File: config.mk
export PLATFORM = sky130hd
export DESIGN_NAME = v_red_issue
export DESIGN_NICKNAME = d
export VERILOG_FILES = /design/src/rtl/v_red_pkg.sv /design/src/rtl/v_red_pad.sv /design/src/rtl/v_red_issue.sv
export SDC_FILE = /design/constraint.sdc
export NUM_CORES = 1
export LEC_CHECK = 0
export CORE_MARGIN = 3
export CORE_UTILIZATION = 51
export DETAILED_ROUTE_END_ITERATION = 8
export MAX_ROUTING_LAYER = met4
export PLACE_DENSITY = 0.89
export SETUP_SLACK_MARGIN = 0.1
export SYNTH_ARGS = -nofsm -noshare
export SYNTH_HDL_FRONTEND = slang
export SYNTH_SLANG_ARGS = --single-unit
File: constraint.sdc
create_clock -name clk -period 3.07 [get_ports clk]
set_input_delay 0.614 -clock clk [delete_from_list [all_inputs] [get_ports clk]]
set_output_delay 0.614 -clock clk [all_outputs]
set_load 0.03 [all_outputs]
File: src/rtl/v_red_pkg.sv
// Shared types and constants for the vector reduction issue block:
// FSM states, SEW and opSel encodings, and the per-byte identity helper.
package v_red_pkg;

  typedef enum logic [1:0] {
    IDLE   = 2'd0,
    SCALAR = 2'd1,
    STREAM = 2'd2
  } red_state_e;

  localparam logic [1:0] SEW_8   = 2'b00;
  localparam logic [1:0] SEW_16  = 2'b01;
  localparam logic [1:0] SEW_32  = 2'b10;
  localparam logic [1:0] SEW_BAD = 2'b11;

  // Logical ops decode opSel[1:0], arithmetic ops decode opSel[2:1].
  localparam logic [1:0] LOP_AND  = 2'b01;
  localparam logic [1:0] LOP_OR   = 2'b10;
  localparam logic [1:0] LOP_XOR  = 2'b11;
  localparam logic [1:0] SUM_SUM  = 2'b00;
  localparam logic [1:0] SUM_MIN  = 2'b01;
  localparam logic [1:0] SUM_MAX  = 2'b10;
  localparam logic [1:0] SUM_MINU = 2'b11;

  localparam logic [7:0] ID_ZERO     = 8'h00;
  localparam logic [7:0] ID_ONES     = 8'hFF;
  localparam logic [7:0] ID_SMAX_TOP = 8'h7F;
  localparam logic [7:0] ID_SMIN_TOP = 8'h80;

  // Identity byte for one lane; top_byte marks the most significant byte of its element.
  function automatic logic [7:0] ident_byte(input logic [2:0] op_sel,
                                            input logic       lop_sum,
                                            input logic       top_byte);
    logic [7:0] id_s;
    id_s = ID_ZERO;
    if (lop_sum) begin
      if (op_sel[1:0] == LOP_AND) id_s = ID_ONES;
      else                        id_s = ID_ZERO;
    end else begin
      case (op_sel[2:1])
        SUM_MIN:  id_s = top_byte ? ID_SMAX_TOP : ID_ONES;
        SUM_MAX:  id_s = top_byte ? ID_SMIN_TOP : ID_ZERO;
        SUM_MINU: id_s = ID_ONES;
        default:  id_s = ID_ZERO;
      endcase
    end
    return id_s;
  endfunction

endpackage

File: src/rtl/v_red_pad.sv
// Combinational beat padding: bytes of elements that are past vl or masked off
// are replaced by the identity byte of the reduction operation.
module v_red_pad
  import v_red_pkg::*;
#(
  parameter int DATA_WIDTH = 32,
  parameter int VL_WIDTH   = 8
) (
  input  logic [DATA_WIDTH-1:0]   beat,
  input  logic [1:0]              sew,
  input  logic [2:0]              op_sel,
  input  logic                    lop_sum,
  input  logic [VL_WIDTH-1:0]     active,
  input  logic [DATA_WIDTH/8-1:0] mask,
  output logic [DATA_WIDTH-1:0]   padded
);

  localparam int LANES = DATA_WIDTH / 8;
  localparam logic [LANES-1:0] LANE0 = {{(LANES-1){1'b0}}, 1'b1};

  int   bpe_s;
  int   elem_s;
  int   first_s;
  int   act_s;
  logic top_s;
  logic keep_s;

  // An element is kept when it is below the active count and its lowest byte lane is enabled.
  always_comb begin
    padded  = beat;
    bpe_s   = 32'sd1 << sew;
    act_s   = int'(active);
    elem_s  = 32'sd0;
    first_s = 32'sd0;
    top_s   = 1'b0;
    keep_s  = 1'b0;
    for (int b = 0; b < LANES; b++) begin
      elem_s  = b >> sew;
      first_s = elem_s << sew;
      top_s   = ((b % bpe_s) == (bpe_s - 32'sd1));
      keep_s  = (elem_s < act_s) && (|(mask & (LANE0 << first_s)));
      if (keep_s) padded[8*b +: 8] = beat[8*b +: 8];
      else        padded[8*b +: 8] = ident_byte(op_sel, lop_sum, top_s);
    end
  end

endmodule

File: src/rtl/v_red_issue.sv
// Reduction issue: reads the scalar seed then the vs2 beats and emits padded, framed beats.
// Define V_RED_ISSUE_MASK_EN to add cmd_vm / rd_mask for masked reductions.
module v_red_issue
  import v_red_pkg::*;
#(
  parameter int DATA_WIDTH = 32,
  parameter int ADDR_WIDTH = 32,
  parameter int VL_WIDTH   = 8
) (
  input  logic                  clk,
  input  logic                  rst,
  input  logic                  cmd_valid,
  output logic                  cmd_ready,
  input  logic [2:0]            cmd_opSel,
  input  logic                  cmd_lop_sum,
  input  logic [1:0]            cmd_sew,
  input  logic [VL_WIDTH-1:0]   cmd_vl,
  input  logic [ADDR_WIDTH-1:0] cmd_vs1_addr,
  input  logic [ADDR_WIDTH-1:0] cmd_vs2_addr,
  input  logic [ADDR_WIDTH-1:0] cmd_vd_addr,
`ifdef V_RED_ISSUE_MASK_EN
  input  logic                  cmd_vm,
  input  logic [3:0]            rd_mask,
`endif
  output logic                  rd_en,
  output logic [ADDR_WIDTH-1:0] rd_addr,
  input  logic [DATA_WIDTH-1:0] rd_data,
  output logic [DATA_WIDTH-1:0] out_vec0,
  output logic [DATA_WIDTH-1:0] out_vec1,
  output logic                  out_valid,
  output logic                  out_start,
  output logic                  out_end,
  output logic                  out_lop_sum,
  output logic [2:0]            out_opSel,
  output logic [1:0]            out_sew,
  output logic [ADDR_WIDTH-1:0] out_addr
);

  localparam int LANES = DATA_WIDTH / 8;

  red_state_e            state_r, next_s;
  logic [2:0]            op_r, p_op_r;
  logic                  lop_r, p_lop_r;
  logic [1:0]            sew_r, p_sew_r;
  logic                  vm_r, p_vm_r, vm_s;
  logic [VL_WIDTH-1:0]   rem_r, epb_s, active_s, p_active_r;
  logic [ADDR_WIDTH-1:0] vs1_r, vs2_r, vd_r, ptr_r, p_vd_r;
  logic                  go_s, last_s;
  logic                  p_valid_r, p_start_r, p_end_r, p_seed_r;
  logic [DATA_WIDTH-1:0] seed_r, pad_s;
  logic [LANES-1:0]      mask_in_s, mask_s;

`ifdef V_RED_ISSUE_MASK_EN
  assign vm_s      = cmd_vm;
  assign mask_in_s = rd_mask;
`else
  assign vm_s      = 1'b1;
  assign mask_in_s = {LANES{1'b1}};
`endif

  // A dropped command (vl=0 or reserved SEW) still handshakes but never leaves IDLE.
  assign go_s = (state_r == IDLE) && cmd_valid && (cmd_vl != {VL_WIDTH{1'b0}}) && (cmd_sew != SEW_BAD);

  // Elements per beat and how many of them remain live in the current beat.
  always_comb begin
    epb_s = VL_WIDTH'(LANES) >> sew_r;
    if (rem_r <= epb_s) begin
      last_s   = 1'b1;
      active_s = rem_r;
    end else begin
      last_s   = 1'b0;
      active_s = epb_s;
    end
  end

  // FSM state register.
  always_ff @(posedge clk or negedge rst) begin
    if (!rst) state_r <= IDLE;
    else      state_r <= next_s;
  end

  // FSM next-state logic.
  always_comb begin
    next_s = state_r;
    case (state_r)
      IDLE: begin
        if (go_s) next_s = SCALAR;
        else      next_s = IDLE;
      end
      SCALAR: next_s = STREAM;
      STREAM: begin
        if (last_s) next_s = IDLE;
        else        next_s = STREAM;
      end
      default: next_s = IDLE;
    endcase
  end

  // FSM outputs: handshake and read port.
  always_comb begin
    cmd_ready = 1'b0;
    rd_en     = 1'b0;
    rd_addr   = {ADDR_WIDTH{1'b0}};
    case (state_r)
      IDLE: begin
        if (rst) cmd_ready = 1'b1;
        else     cmd_ready = 1'b0;
      end
      SCALAR: begin
        rd_en   = 1'b1;
        rd_addr = vs1_r;
      end
      STREAM: begin
        rd_en   = 1'b1;
        rd_addr = ptr_r;
      end
      default: begin
        rd_en   = 1'b0;
        rd_addr = {ADDR_WIDTH{1'b0}};
      end
    endcase
  end

  // Command latch plus the vs2 pointer and remaining-element counter.
  always_ff @(posedge clk or negedge rst) begin
    if (!rst) begin
      op_r  <= 3'd0;
      lop_r <= 1'b0;
      sew_r <= 2'd0;
      vm_r  <= 1'b1;
      rem_r <= {VL_WIDTH{1'b0}};
      vs1_r <= {ADDR_WIDTH{1'b0}};
      vs2_r <= {ADDR_WIDTH{1'b0}};
      vd_r  <= {ADDR_WIDTH{1'b0}};
      ptr_r <= {ADDR_WIDTH{1'b0}};
    end else if (go_s) begin
      op_r  <= cmd_opSel;
      lop_r <= cmd_lop_sum;
      sew_r <= cmd_sew;
      vm_r  <= vm_s;
      rem_r <= cmd_vl;
      vs1_r <= cmd_vs1_addr;
      vs2_r <= cmd_vs2_addr;
      vd_r  <= cmd_vd_addr;
      ptr_r <= cmd_vs2_addr;
    end else if (state_r == STREAM) begin
      ptr_r <= ptr_r + {{(ADDR_WIDTH-1){1'b0}}, 1'b1};
      rem_r <= last_s ? {VL_WIDTH{1'b0}} : (rem_r - epb_s);
    end
  end

  // Beat metadata travels with the read so a following command can reload the latch early.
  always_ff @(posedge clk or negedge rst) begin
    if (!rst) begin
      p_valid_r  <= 1'b0;
      p_start_r  <= 1'b0;
      p_end_r    <= 1'b0;
      p_seed_r   <= 1'b0;
      p_active_r <= {VL_WIDTH{1'b0}};
      p_op_r     <= 3'd0;
      p_lop_r    <= 1'b0;
      p_sew_r    <= 2'd0;
      p_vm_r     <= 1'b1;
      p_vd_r     <= {ADDR_WIDTH{1'b0}};
    end else begin
      p_valid_r  <= (state_r == STREAM);
      p_start_r  <= (state_r == STREAM) && (ptr_r == vs2_r);
      p_end_r    <= (state_r == STREAM) && last_s;
      p_seed_r   <= (state_r == SCALAR);
      p_active_r <= active_s;
      p_op_r     <= op_r;
      p_lop_r    <= lop_r;
      p_sew_r    <= sew_r;
      p_vm_r     <= vm_r;
      p_vd_r     <= vd_r;
    end
  end

  // Seed word returned by the SCALAR read.
  always_ff @(posedge clk or negedge rst) begin
    if (!rst)          seed_r <= {DATA_WIDTH{1'b0}};
    else if (p_seed_r) seed_r <= rd_data;
  end

  assign mask_s = p_vm_r ? {LANES{1'b1}} : mask_in_s;

  v_red_pad #(
    .DATA_WIDTH (DATA_WIDTH),
    .VL_WIDTH   (VL_WIDTH)
  ) u_pad (
    .beat    (rd_data),
    .sew     (p_sew_r),
    .op_sel  (p_op_r),
    .lop_sum (p_lop_r),
    .active  (p_active_r),
    .mask    (mask_s),
    .padded  (pad_s)
  );

  // Registered output beat; every field is zero whenever no beat is presented.
  always_ff @(posedge clk or negedge rst) begin
    if (!rst) begin
      out_valid   <= 1'b0;
      out_start   <= 1'b0;
      out_end     <= 1'b0;
      out_lop_sum <= 1'b0;
      out_opSel   <= 3'd0;
      out_sew     <= 2'd0;
      out_addr    <= {ADDR_WIDTH{1'b0}};
      out_vec0    <= {DATA_WIDTH{1'b0}};
      out_vec1    <= {DATA_WIDTH{1'b0}};
    end else if (p_valid_r) begin
      out_valid   <= 1'b1;
      out_start   <= p_start_r;
      out_end     <= p_end_r;
      out_lop_sum <= p_lop_r;
      out_opSel   <= p_op_r;
      out_sew     <= p_sew_r;
      out_addr    <= p_vd_r;
      out_vec0    <= pad_s;
      out_vec1    <= p_start_r ? seed_r : {DATA_WIDTH{1'b0}};
    end else begin
      out_valid   <= 1'b0;
      out_start   <= 1'b0;
      out_end     <= 1'b0;
      out_lop_sum <= 1'b0;
      out_opSel   <= 3'd0;
      out_sew     <= 2'd0;
      out_addr    <= {ADDR_WIDTH{1'b0}};
      out_vec0    <= {DATA_WIDTH{1'b0}};
      out_vec1    <= {DATA_WIDTH{1'b0}};
    end
  end

endmodule
Yosys cells after proc, flatten, opt, wreduce, memory -nomap -nowiden --
Cells that the tools add are included.
Storage, ports and cells: bits in writable memories 0, bits of input ports 145, bits in read-only memories 0, word-level logic and storage cells 128, output and inout bits 139, memories 0, latch bits 0, register bits after elaboration 331
Operators by class: divide/modulo/power cells 4, mux-type cells 45, shifts and indexed selects 14, bitwise logic cells 0, $add $sub $neg 3, order comparisons 5, reduce and logical (&&, ||, !) cells 17, multipliers 0, equality and inequality tests 12
Operator list (count):
- 32-bit two-way mux | 6
- 8-bit two-way mux | 21
- 32-bit == test | 5
- 32-bit by 9-bit < comparator with 1-bit output | 4
- 1-bit by 32-bit << shifter with 4-bit output (first input constant) | 4
- 32-bit by 2-bit << shifter with 32-bit output | 4
- 8-bit case mux with 3 select lines | 4
- 3-bit by 32-bit modulo with 32-bit output (first input constant) | 2
- 32-bit case mux with 2 select lines | 1
- 1-bit by 2-bit right shift with 32-bit output (first input constant) | 2
- 2-bit by 2-bit right shift with 32-bit output (first input constant) | 2
- 32-bit by 1-bit adder with 32-bit output (second input constant) | 1
- 1-bit by 32-bit modulo with 32-bit output (first input constant) | 1
- 2-bit by 32-bit modulo with 32-bit output (first input constant) | 1
- 1-bit by 2-bit << shifter with 32-bit output (first input constant) | 1
- 32-bit by 2-bit subtractor with 32-bit output (second input constant) | 1
- 4-bit OR reduction | 4
- 1-bit logical AND | 9
- 1-bit two-way mux | 9
- 8-bit <= comparator | 1
- 8-bit nonzero test | 1
- 3-bit by 2-bit right shift with 8-bit output (first input constant) | 1
- 8-bit subtractor | 1
- 2-bit by 1-bit == test with 1-bit output (second input constant) | 3
- other kinds (8) | 11

Depth between registers and ports, before layout --
word-level depth 8, depth in mapped cells 9

By module --
Synthesis repeated with hierarchy kept, for this count alone.
Unflattened totals: cells, all modules 1246, area total of the unflattened synthesis 13545.5 µm²
Modules (own cells, without submodules):
- v_red_issue | cells an instance 1166, area each 12861.1 µm², instances 1
- v_red_pad | cells an instance 80, area each 684.4 µm², instances 1

Worst setup path before layout --
No wires, ideal clock.
kind register to output, start point register state_r[0], end point output port rd_addr[23], arrival time 1.871 ns, path buffers 2, cell stages (with the launch flop) 7, required time 2.456 ns, path slack 0.585 ns, path through dfrtp_1 -> inv_1 -> ha_1 -> clkbuf_1 -> clkbuf_1 -> a22oi_1 -> nor2b_1
Between the ends: word-level cells in the longest chain between the ends 2, elaborated cells between the ends (all ways) 3, those cells by class eq/ne: 2; mux: 1
Ends and longest elaborated chain:
- from (decl) | RTL line v_red_issue.sv:41 | red_state_e state_r, next_s;
- from (signal assigned) | RTL line v_red_issue.sv:79 | else state_r <= next_s;
- 2-bit == test / 2-bit by 1-bit == test with 1-bit output (equally long branches) | RTL line v_red_issue.sv:104 | case (state_r)
- 32-bit case mux with 2 select lines * | RTL line v_red_issue.sv:104
- to (decl) | RTL line v_red_issue.sv:26 | output logic [ADDR_WIDTH-1:0] rd_addr,
Every way passes the cells marked *; elsewhere a longest branch is shown, timed or not.

Worst setup path in the final report --
start point register state_r[1], end point output port rd_addr[31]
The elaborated chain is that of the path after synthesis.

==> summary.md <==
| Metric | Value |
|---|---|
| Die ar. | `27,990 sq um` |
| HPWL after DPL | `23,500 microns` |
| Minimum hold slack | `6.892 ps` |
| Placed cell area | `16,480 sq um` |
| CTS Sinks | `331` |
| FMAX | `324.7 MHz` |
| Mapped Area | `13,270 sq um` |
| Cell count after synthesis | `1,204` |
| Overall global routing resource usage | `25.31%` |
| # fillers | `1,723` |
| Clock buffer depth | `3` |
| Worst clock skew | `16.17 ps` |
| Ports | `284` |
| Final ANT Viol Nets | `0` |
| Most frequent cell after synthesis | `nand2_1` |
| Placed cells | `1,782` |
| Largest net degree at the start of global routing | `191` |
| PD cells | `978.3 nW/um^2` |
| CTS buffer count | `34` |
| Distinct cells, synth | `60` |
| GRT overflow | `0` |
| Final setup violation count | `2` |
| Detailed Routing Iterations Pass 1 | `5` |
| Synth top cells by count | `nand2_1 (332), dfrtp_1 (331), xnor2_1 (52)` |
| Critical path class | `reg -> out` |
| Top-area cell type share of the netlist area | `62.43%` |
| Post-synth top area cell | `dfrtp_1` |
| Largest family of logic cells by synthesized area | `simple AND/OR/NAND/NOR gates` |
| Pwr Total | `0.01725 W` |
| # DRC | `0` |
| GP Congestion | `0.9136` |
| Yosys Warn Count | `0` |
| Clk_lat worst skew | `510 ps` |
| R2r worst-path depth | `8` |
| Max-slew violations | `0` |
| Adder-cell area share of the yosys netlist | `1.283%` |
| Initial antenna violation count | `2` |
| Routed wire per std cell | `18.60 microns` |
| Fin. Hold Viols | `0` |
| Failing checks | `negative setup slack` |
| Critical Path End Type | `primary output` |
| Post-synthesis xor/xnor area fraction | `4.225%` |
| Compound-Gate Fraction of Synth Area | `6.799%` |
| Area contributors post-synth | `dfrtp_1 (62%), nand2_1 (9.4%), xnor2_1 (3.4%)` |
| Root buffer cell | `clkbuf_16` |
| Die X | `167.3 microns` |
| Status | `finished with violations` |
| RSZ-0062 raised after global routing | `yes` |
| Final Cycle Share | `100.3%` |
| Post-synth ARST share | `100.0%` |
| Slew margin rel. | `35.87%` |
| CTS tree | `done` |
| First-pass GRT wire length | `55,660 microns` |
| Setup slack after layout | `-9.669 ps` |
| Starting density of the core | `52.24%` |
| Mux contribution to synthesized area | `3.093%` |
| Primary FF master, synth | `dfrtp_1` |
| Number of enable flip-flop cells after synthesis | `0` |
| Critical Path AT | `2470 ps` |
| Post-Layout Cell Count | `1,846` |
| Fraction of layout cells with a size suffix above 1 | `9.980%` |
| DR iter-0 viols | `912` |
| Crit path max fanout | `23` |
| Seq/Total Area, Yosys | `62.43%` |
| Final WL | `34,340 microns` |
| CTS Hold Buffers Added | `0` |
| Seq cells post-synth | `331` |
| Final #Nets | `1,646` |
| Via count | `9,870` |
| Syn_area_per_cell | `11.02 sq um` |
| Min-Delay Path Class | `in -> async` |
| Worst vdd ir | `610.8 uV` |
| Synth-to-layout area growth | `32.92%` |
| Port bufs | `283` |
| Vias per cell | `5.347` |
| Register area | `8284 sq um` |
| Fin area | `17,640 sq um` |
| Least-Margin Pin Slew | `961.9 ps` |
| Number of global-route vias before repair | `10,317` |
| Die H | `167.3 microns` |
| Core Area | `25,400 sq um` |
| H-tree levels | `2` |
| Required @ worst endpoint | `2460 ps` |
| Max Cap Viol | `0` |
| Leakage Power | `8.142 nW` |
| Startpoint types | `register` |
| Synth Area in Simple Gates | `19.86%` |
| Worst-path clk slew | `60 ps` |
| Area of the multi-input gates | `4715 sq um` |
| Tmin final | `3080 ps` |
| # rows | `58` |
final timing paths:
path | slack [ps] | start | endpoint
max | -10 | state_r[1]$_DFF_PN0_ | rd_addr[31]
min in group clk | 360 | vd_r[7]$_DFFE_PN0P_ | p_vd_r[7]$_DFF_PN0_
max reg2reg | 450 | state_r[0]$_DFF_PN0_ | ptr_r[30]$_DFFE_PN0P_
min | 7 | rst | out_addr[15]$_DFF_PN0_
max in group asynchronous | 1740 | rst | vs2_r[7]$_DFFE_PN0P_
min reg2reg | 360 | vd_r[7]$_DFFE_PN0P_ | p_vd_r[7]$_DFF_PN0_
area by class of cell:
type,instances,share of cell area (%)
diodes,3,0.04257
clock inverters,10,0.6882
flip-flops and latches,331,46.97
clock buffers,51,5.697
multi-input cells,802,26.73
well taps,330,2.341
inverters,14,0.2980
repair buffers,305,17.23
critical path: stages, from the launching register on:
cell and delay [ps]:
dfrtp_1 440, inv_1 90, ha_2 530, nor2b_1 210, clkdlybuf4s50_1 690
report_power, final:
group	switching, W	internal [W]
clock	0.00168	0.00245
sequential	0.00131	0.00604
combinational	0.00324	0.00254
total	0.00623	0.0110
per-stage QoR:
step                      TNS (ps)  setup slack, ps  utilization [%]
after floorplan                  0            584.7                -
after global placement           0            451.0            64.89
after detailed placement         0            373.2            64.89
after CTS                   -121.6           -30.69            69.38
after global routing         -1561           -119.8            69.42
final                       -16.72           -9.669            69.43
per-layer routing:
| metal | global-route usage (%) | share of wire (%) |
|---|---|---|
| met5 | - | 0 |
| met4 | 7.222 | 2.9 |
| met3 | 5.595 | 7.3 |
| met2 | 40.81 | 49 |
| met1 | 32.76 | 41 |
repair_timing:
item / 4_1_cts / 5_1_grt
cloned: 0 / 0
setup endpoints to repair: 20 / 19
resized for setup: 4 / 2
setup buffers: 0 / 0
flip-flops by register name, summed over array words and instances (netlist names), 2 cells and up:
name / count
out_addr: 32
out_vec0: 32
out_vec1: 32
p_vd_r: 32
ptr_r: 32
seed_r: 32
vd_r: 32
vs1_r: 32
vs2_r: 32
p_active_r: 8
rem_r: 8
op_r: 3
out_opSel: 3
p_op_r: 3
out_sew: 2
p_sew_r: 2
sew_r: 2
state_r: 2
placed cells by master, fill, tap and decap left out, types with 7 or more instances in the layout:
master / Yosys / final
nor2_1: 41 / 41
nand3_1: 12 / 12
inv_1: 14 / 14
nand4_1: 13 / 13
buf_4: 1 / 30
o21a_1: 23 / 23
clkbuf_8: 0 / 9
clkbuf_1: 36 / 8
o21ai_0: 27 / 27
ha_1: 12 / 10
nor3_1: 7 / 7
a22oi_1: 32 / 32
and2_1: 43 / 43
nor2b_1: 36 / 36
and3_1: 35 / 35
o21ai_1: 13 / 13
dfrtp_1: 331 / 330
xor2_1: 12 / 12
clkbuf_16: 0 / 34
mux2_2: 32 / 32
xnor2_1: 52 / 52
clkdlybuf4s50_1: 0 / 265
nand2_1: 332 / 332
kinds of logic after synthesis:
logic type / Yosys count
AOI/OAI and AO/OA: 129
xor gates and xnor gates: 64
adders and majority gates: 13
buffers and inverters: 75
DFF: 331
muxes: 37
other: 1
and+or+nand+nor: 554
Note: power is estimated with default switching activity, not from simulation.
